File: src/rtl/magnitude_search.sv
// Successive-approximation search initiator for a magnitude comparator.
// Recovers a hidden operand MSB first, then checks it with one equality query.
module magnitude_search #(
    parameter int WIDTH = 3
) (
    input  logic             clk,
    input  logic             reset,
    input  logic             start,
    output logic [WIDTH-1:0] guess,
    output logic             select,
    output logic             query_valid,
    input  logic             resp_valid,
    input  logic             resp,
    output logic             busy,
    output logic             done,
    output logic [WIDTH-1:0] result,
    output logic             error
);

    localparam int IW = (WIDTH > 1) ? $clog2(WIDTH) : 1;

    typedef enum logic [1:0] {
        S_IDLE,
        S_QUERY,
        S_VERIFY,
        S_DONE
    } state_t;

    state_t           r_state;
    state_t           w_next;
    logic [IW-1:0]    r_bit_idx;
    logic [WIDTH-1:0] r_work;
    logic [WIDTH-1:0] r_result;
    logic             r_error;
    logic [WIDTH-1:0] w_bit;
    logic             w_qv;
    logic             w_accept;

    assign w_bit    = WIDTH'(1) << r_bit_idx;
    assign w_qv     = (r_state == S_QUERY) || (r_state == S_VERIFY);
    assign w_accept = w_qv && resp_valid;

    always_ff @(posedge clk) begin
        if (reset) r_state <= S_IDLE;
        else       r_state <= w_next;
    end

    always_comb begin
        w_next = r_state;
        unique case (r_state)
            S_IDLE:   if (start) w_next = S_QUERY;
            S_QUERY:  if (w_accept && r_bit_idx == '0) w_next = S_VERIFY;
            S_VERIFY: if (w_accept) w_next = S_DONE;
            S_DONE:   w_next = S_IDLE;
            default:  w_next = S_IDLE;
        endcase
    end

    always_ff @(posedge clk) begin
        if (reset) begin
            r_bit_idx <= '0;
            r_work    <= '0;
            r_result  <= '0;
            r_error   <= 1'b0;
        end else begin
            unique case (r_state)
                S_IDLE: begin
                    if (start) begin
                        r_bit_idx <= IW'(WIDTH - 1);
                        r_work    <= '0;
                        r_result  <= '0;
                        r_error   <= 1'b0;
                    end
                end
                S_QUERY: begin
                    if (w_accept) begin
                        // trial bit was set in guess; a 0 answer keeps it
                        if (!resp) r_work <= r_work | w_bit;
                        if (r_bit_idx != '0) r_bit_idx <= r_bit_idx - IW'(1);
                    end
                end
                S_VERIFY: begin
                    if (w_accept) begin
                        r_result <= r_work;
                        r_error  <= resp;
                    end
                end
                default: ;
            endcase
        end
    end

    always_comb begin
        guess = '0;
        unique case (r_state)
            S_QUERY:  guess = r_work | w_bit;
            S_VERIFY: guess = r_work;
            default:  guess = '0;
        endcase
    end

    assign select      = (r_state == S_QUERY);
    assign query_valid = w_qv;
    assign busy        = w_qv;
    assign done        = (r_state == S_DONE);
    assign result      = r_result;
    assign error       = r_error;

endmodule
File: config.mk
export PLATFORM = sky130hd
export DESIGN_NAME = magnitude_search
export DESIGN_NICKNAME = d
export VERILOG_FILES = /design/src/rtl/magnitude_search.sv
export SDC_FILE = /design/constraint.sdc
export NUM_CORES = 1
export LEC_CHECK = 0
export ABC_AREA = 1
export CAP_MARGIN = 20
export CORE_ASPECT_RATIO = 1.4
export CORE_MARGIN = 2
export CORE_UTILIZATION = 40
export CTS_BUF_LIST = sky130_fd_sc_hd__clkbuf_16
export CTS_CLUSTER_DIAMETER = 80
export DETAILED_ROUTE_END_ITERATION = 8
export PLACE_DENSITY = 0.67
export SYNTH_ARGS = -nofsm -noshare
export SYNTH_HDL_FRONTEND = slang
export SYNTH_SLANG_ARGS = --single-unit
export TNS_END_PERCENT = 30
File: constraint.sdc
create_clock -name clk -period 1.66 [get_ports clk]
set_input_delay 0.166 -clock clk [delete_from_list [all_inputs] [get_ports clk]]
set_output_delay 0.166 -clock clk [all_outputs]
set_load 0.01 [all_outputs]
== Yosys cells after proc, flatten, opt, wreduce, memory -nomap -nowiden ==
Cells that the tools add are included.
Storage, ports and cells
  memory bits (writable): 0
  bits in latches: 0
  memories kept: 0
  word-level logic and storage cells: 47
  bits in read-only memories: 0
  bits in registers: 11
  output and inout port bits: 11
Operators by class
  add/subtract/negate cells: 1
  shifts and indexed selects: 1
  reduce and logical (&&, ||, !) cells: 12
  order comparisons: 0
  muxes and demuxes: 18
  eq/ne operators: 9
  multiply operators: 0
  divide/modulo/power cells: 0
  bitwise gates (word level): 1
Operator list (count)
  one-hot mux 3 bit (2 select lines): 3
  two-way mux 2 bit: 6
  two-way mux 3 bit: 4
  one-hot mux 2 bit (4 select lines): 1
  AND reduction 4 bit: 2
  inequality test 2 x 1 -> 1 bit (second input constant): 3
  inequality test 2 bit (second input constant): 3
  AND reduction 3 bit: 2
  nonzero test 2 bit: 3
  equality test 2 bit (second input constant): 2
  zero test 2 bit: 2
  one-hot mux 2 bit (2 select lines): 1
  bitwise OR 3 bit: 1
  << shifter 1 x 2 -> 3 bit (first input constant): 1
  equality test 2 x 1 -> 1 bit (second input constant): 1
  logical AND 1 bit: 2
  two-way mux 1 bit: 2
  one-hot mux 1 bit (2 select lines): 1
  subtractor 2 x 1 -> 2 bit (second input constant): 1
  logical OR 1 bit: 1

== Longest topological paths before layout ==
  depth after elaboration: 6
  depth in mapped cells: 9

== Worst setup path after synthesis ==
Ideal clock, no wire load.
  kind: reg2reg
  from: reg r_state[0]
  to: reg r_result[0], in the netlist result[0]
  setup time: 0.114 ns
  setup slack: 0.265 ns
  buffers on the path: 0
  stages on the path, launching flop included: 8
  period minus slack after synthesis: 1.395 ns
  arrival time: 1.281 ns
  cell sequence: dfxtp_1 inv_1 ha_1 nand2_2 nand2_2 nand3_4 a21oi_1 nor2_1
Between the ends
  longest elaborated chain between the ends: 5
  elaborated cells between the ends (all ways): 10
  those cells by class: eq/ne: 4; mux: 1; reduce/logical: 5
Ends and longest elaborated chain
  from (decl): RTL line 29  | state_t r_state;
  from (signal assigned): RTL line 45  | else r_state <= w_next;
  equality test 2 x 1 -> 1 bit / equality test 2 bit (equally long branches): RTL line 40  | assign w_qv = (r_state == S_QUERY) || (r_state == S_VERIFY);
  logical OR 1 bit *: RTL line 40
  via busy: RTL line 14  | output logic busy,
  logical AND 1 bit *: RTL line 41  | assign w_accept = w_qv && resp_valid;
  inequality test 2 bit (no source line) *
  AND reduction 3 bit (no source line) *
  to (signal assigned): RTL line 84  | r_result <= r_work;
  to (decl): RTL line 33  | logic [WIDTH-1:0] r_result;
The timed path passes the listed nets; every way through them passes the cells marked *.
A chain may end at the register's enable or synchronous reset.

== Worst setup path after layout ==
  from: reg r_state[1]
  to: out guess[2]
Between the ends
  longest elaborated chain between the ends: 2
  elaborated cells between the ends (all ways): 3
  those cells by class: eq/ne: 2; mux: 1
Ends and longest elaborated chain
  equality test 2 bit / equality test 2 x 1 -> 1 bit (equally long branches): RTL line 95  | unique case (r_state)
  one-hot mux 3 bit (2 select lines) *: RTL line 95
  to (decl): RTL line 9  | output logic [WIDTH-1:0] guess,
Every way passes the cells marked *; elsewhere a longest branch is shown, timed or not.

==> flow_summary_export.csv <==
group,metric,value,unit
run_status,outcome,"completed",
logic_synthesis,seq_area_frac_synth,0.2807,
worst_setup_path,start_kind,"flop",
floorplanning,ioPinCount,16,
timing,finalHoldViolations,0,
clock_network,clk_pin_slew,0.04,ns
timing,finalCriticalPeriod,1.616,ns
logic_synthesis,ys_top_cells_by_count,"nand2_1 (30), inv_1 (19), nor2_1 (16)",
worst_setup_path,cp.arrival,1.45,ns
cells_and_area,drive_gt1_frac,0.1972,
timing,maxSlewViolCount,0,
worst_hold_path,min-delay-start,"error",
route,route.detailed.drc,0,
logic_synthesis,syn_avg_cell_area,6.648,um^2
cells_and_area,final_util,0.5849,
timing,timing.final.ws_setup,0.04379,ns
global_route,antenna_found_initial,0,
placement,preCtsSetupSlack,-0.01614,ns
logic_synthesis,synth.most_common_cell,"nand2_1",
cells_and_area,multi_input_area,500.5,um^2
floorplanning,die-height,56.40,um
worst_setup_path,r2r_slack,0.17,ns
global_route,overflow,0,
timing,max_freq,618.7,MHz
logic_synthesis,syn-cell-area,784.5,um^2
timing,timing.final.crit_share,0.9736,
worst_setup_path,ff2ff_path_depth,9,
pwr,p_total,2110,uW
logic_synthesis,synth.area.top_cells,"dfxtp_1 (28%), nand2_1 (14%), ha_1 (11%), inv_1 (9.1%), nor2_1 (7.7%)",
logic_synthesis,synth_edf_count,0,
floorplanning,rows,19,
clock_network,cts-root-buf,"clkbuf_16",
cells_and_area,antenna_cells,0,
cells_and_area,areaGrowthSynthToFinish,41.79,%
placement,placedCellCount,158,
global_route,grt_pass1_wl,3.146,mm
floorplanning,fp.dieArea,2337,um^2
pwr,peakVddDrop,1.015,mV
worst_setup_path,path_max_fanout,4,
logic_synthesis,syn_inst,118,
cells_and_area,regArea,222.7,um^2
placement,dp_hpwl,1.303,mm
global_route,grt_pass1_vias,769,
timing,slew_headroom,0.8114,
flow_run,cap_violations,0,
worst_setup_path,critPathRequiredTime,1.49,ns
cells_and_area,num-nets-final,155,
route,drtAntennaViolNets,0,
timing,tightest_slew,0.2811,ns
logic_synthesis,yosysWarnings,0,
route,vias_per_cell,4.644,
worst_hold_path,hold_path_depth,2,
timing,finalClockSkew,0.005079,ns
timing,setup_viol,0,
clock_network,clock_latency,0.24,ns
route,num_vias,757,
placement,port-buffer-count,15,
logic_synthesis,synthFlopType,"dfxtp_1",
logic_synthesis,synth_top_area_cell,"dfxtp_1",
clock_network,cts_sinks,11,
logic_synthesis,async_flop_share,0,
clock_network,clockBufferDepth,2,
worst_hold_path,worstHoldPathType,"reg -> reg",
placement,placed_area,983.4,um^2
route,wl_per_cell,10.61,um
cells_and_area,stdcell_area,1112,um^2
pwr,p_per_area,1897,nW/um^2
cells_and_area,nFillCells,190,
clock_network,postCtsHoldBufs,0,
clock_network,h-tree-depth,1,
pwr,leakage,0.0005597,uW
cells_and_area,instances_no_fill,163,
worst_setup_path,reg2reg_to,"r_work[2]",
global_route,grt_max_degree,11,
route,dr.pass1.iters,4,
floorplanning,die_x,41.43,um
worst_setup_path,end_kind,"primary output",
logic_synthesis,ys_types,19,
floorplanning,initial_core_util,0.4125,
logic_synthesis,ys_seq_elements,11,
logic_synthesis,syn-num-nets,130,
timing,rsz0062_at_grt,"yes",
route,wl,1.729,mm
floorplanning,core_region_area,1902,um^2
worst_setup_path,r2r-start,"r_state[1]",
route,drtIter0Drc,10,
global_route,grt.total_usage,0.1712,
placement,gp_congestion,0.8638,
worst_setup_path,crit_type,"reg -> out",
clock_network,cts_made_buffers,3,
clock_network,tritoncts,"done",
worst_hold_path,min_to,"error",
logic_synthesis,synth_top_area_share,0.2807,
==> through the flow <==
| stage | hold WS [ns] | TNS, ns |
|---|---|---|
| after floorplan | 0.2351 | 0 |
| after global routing | 0.4982 | -0.01949 |
| after global placement | 0.4532 | 0 |
| after CTS | 0.4646 | -0.1992 |
| after detailed placement | 0.4570 | -0.03136 |
| final | 0.4605 | 0 |
==> critical path, cell delays in order, from the launching register on <==
cell and delay, ns:
dfxtp_2 0.37, inv_1 0.11, ha_4 0.29, inv_1 0.06, a21oi_1 0.12, clkdlybuf4s15_1 0.25
==> cell families after synthesis <==
family	synth area share
compound gates	0.07656
flops	0.2807
fa+ha+maj	0.1116
simple gates	0.3971
buf+inv	0.1340
==> cell usage in the layout (no fill, tap or decap) <==
master           count
nand2_2              4
ha_4                 3
nand4_1              5
a31oi_1              1
nor2_2               2
buf_4                8
clkbuf_16            3
inv_1               19
dlygate4sd2_1        3
nand3_1              6
o21ai_2              2
inv_2                1
dfxtp_1              9
dlymetal6s2s_1       1
dfxtp_2              2
clkdlybuf4s15_1      2
nand3_4              1
a21oi_1              6
nor2_1              16
clkinv_1             1
clkdlybuf4s50_1      9
nand2_4              1
ha_1                 4
o21ai_1              2
nor2_4               1
nand2_1             30
==> cell type report <==
| class | count | share of cell area |
|---|---|---|
| Multi-Input combinational cell | 84 | 0.4499 |
| Sequential cell | 11 | 0.2002 |
| Inverter | 20 | 0.06749 |
| Tap cell | 21 | 0.02362 |
| Clock buffer | 3 | 0.06749 |
| Timing Repair Buffer | 23 | 0.1879 |
| Clock inverter | 1 | 0.003375 |
==> state kept, by name (all words and copies together) (netlist names) <==
signal / cells
error: 1
r_bit_idx: 2
r_state: 2
r_work: 3
result: 3
==> per-layer routing <==
metal	wire, um	track usage
met3	46	0.03215
met1	756	0.1968
met5	0	0
met4	42	0.09217
met2	884	0.2924
==> worst max-delay path by stage <==
stage / start / to / slack [ns] / cells after the start
final: r_state[1] / guess[2] / 0.04 / 5
after global routing: r_state[1] / guess[2] / -0.02 / 5
after CTS: r_bit_idx[0] / guess[0] / -0.20 / 7
after detailed placement: r_state[0] / guess[1] / -0.02 / 5
after global placement: r_state[0] / guess[0] / 0.01 / 7
after floorplan: r_state[0] / result[0] / 0.26 / 7
==> report_power, final <==
part | internal [uW] | total (uW) | leakage (uW) | switching, uW
sequential | 367 | 458 | 0.0000910 | 91.0
clock | 316 | 435 | 0.0000423 | 119
combinational | 545 | 1220 | 0.000426 | 673
total | 1230 | 2110 | 0.000560 | 883
==> timing repair <==
| action | CTS | global route |
|---|---|---|
| buffers inserted | 0 | 1 |
| gates cloned | 0 | 0 |
| gates resized for setup | 8 | 12 |
| pin swaps | 0 | 1 |
| endpoints found under the setup margin | 6 | 4 |
Power figures use the tool's default switching activity.
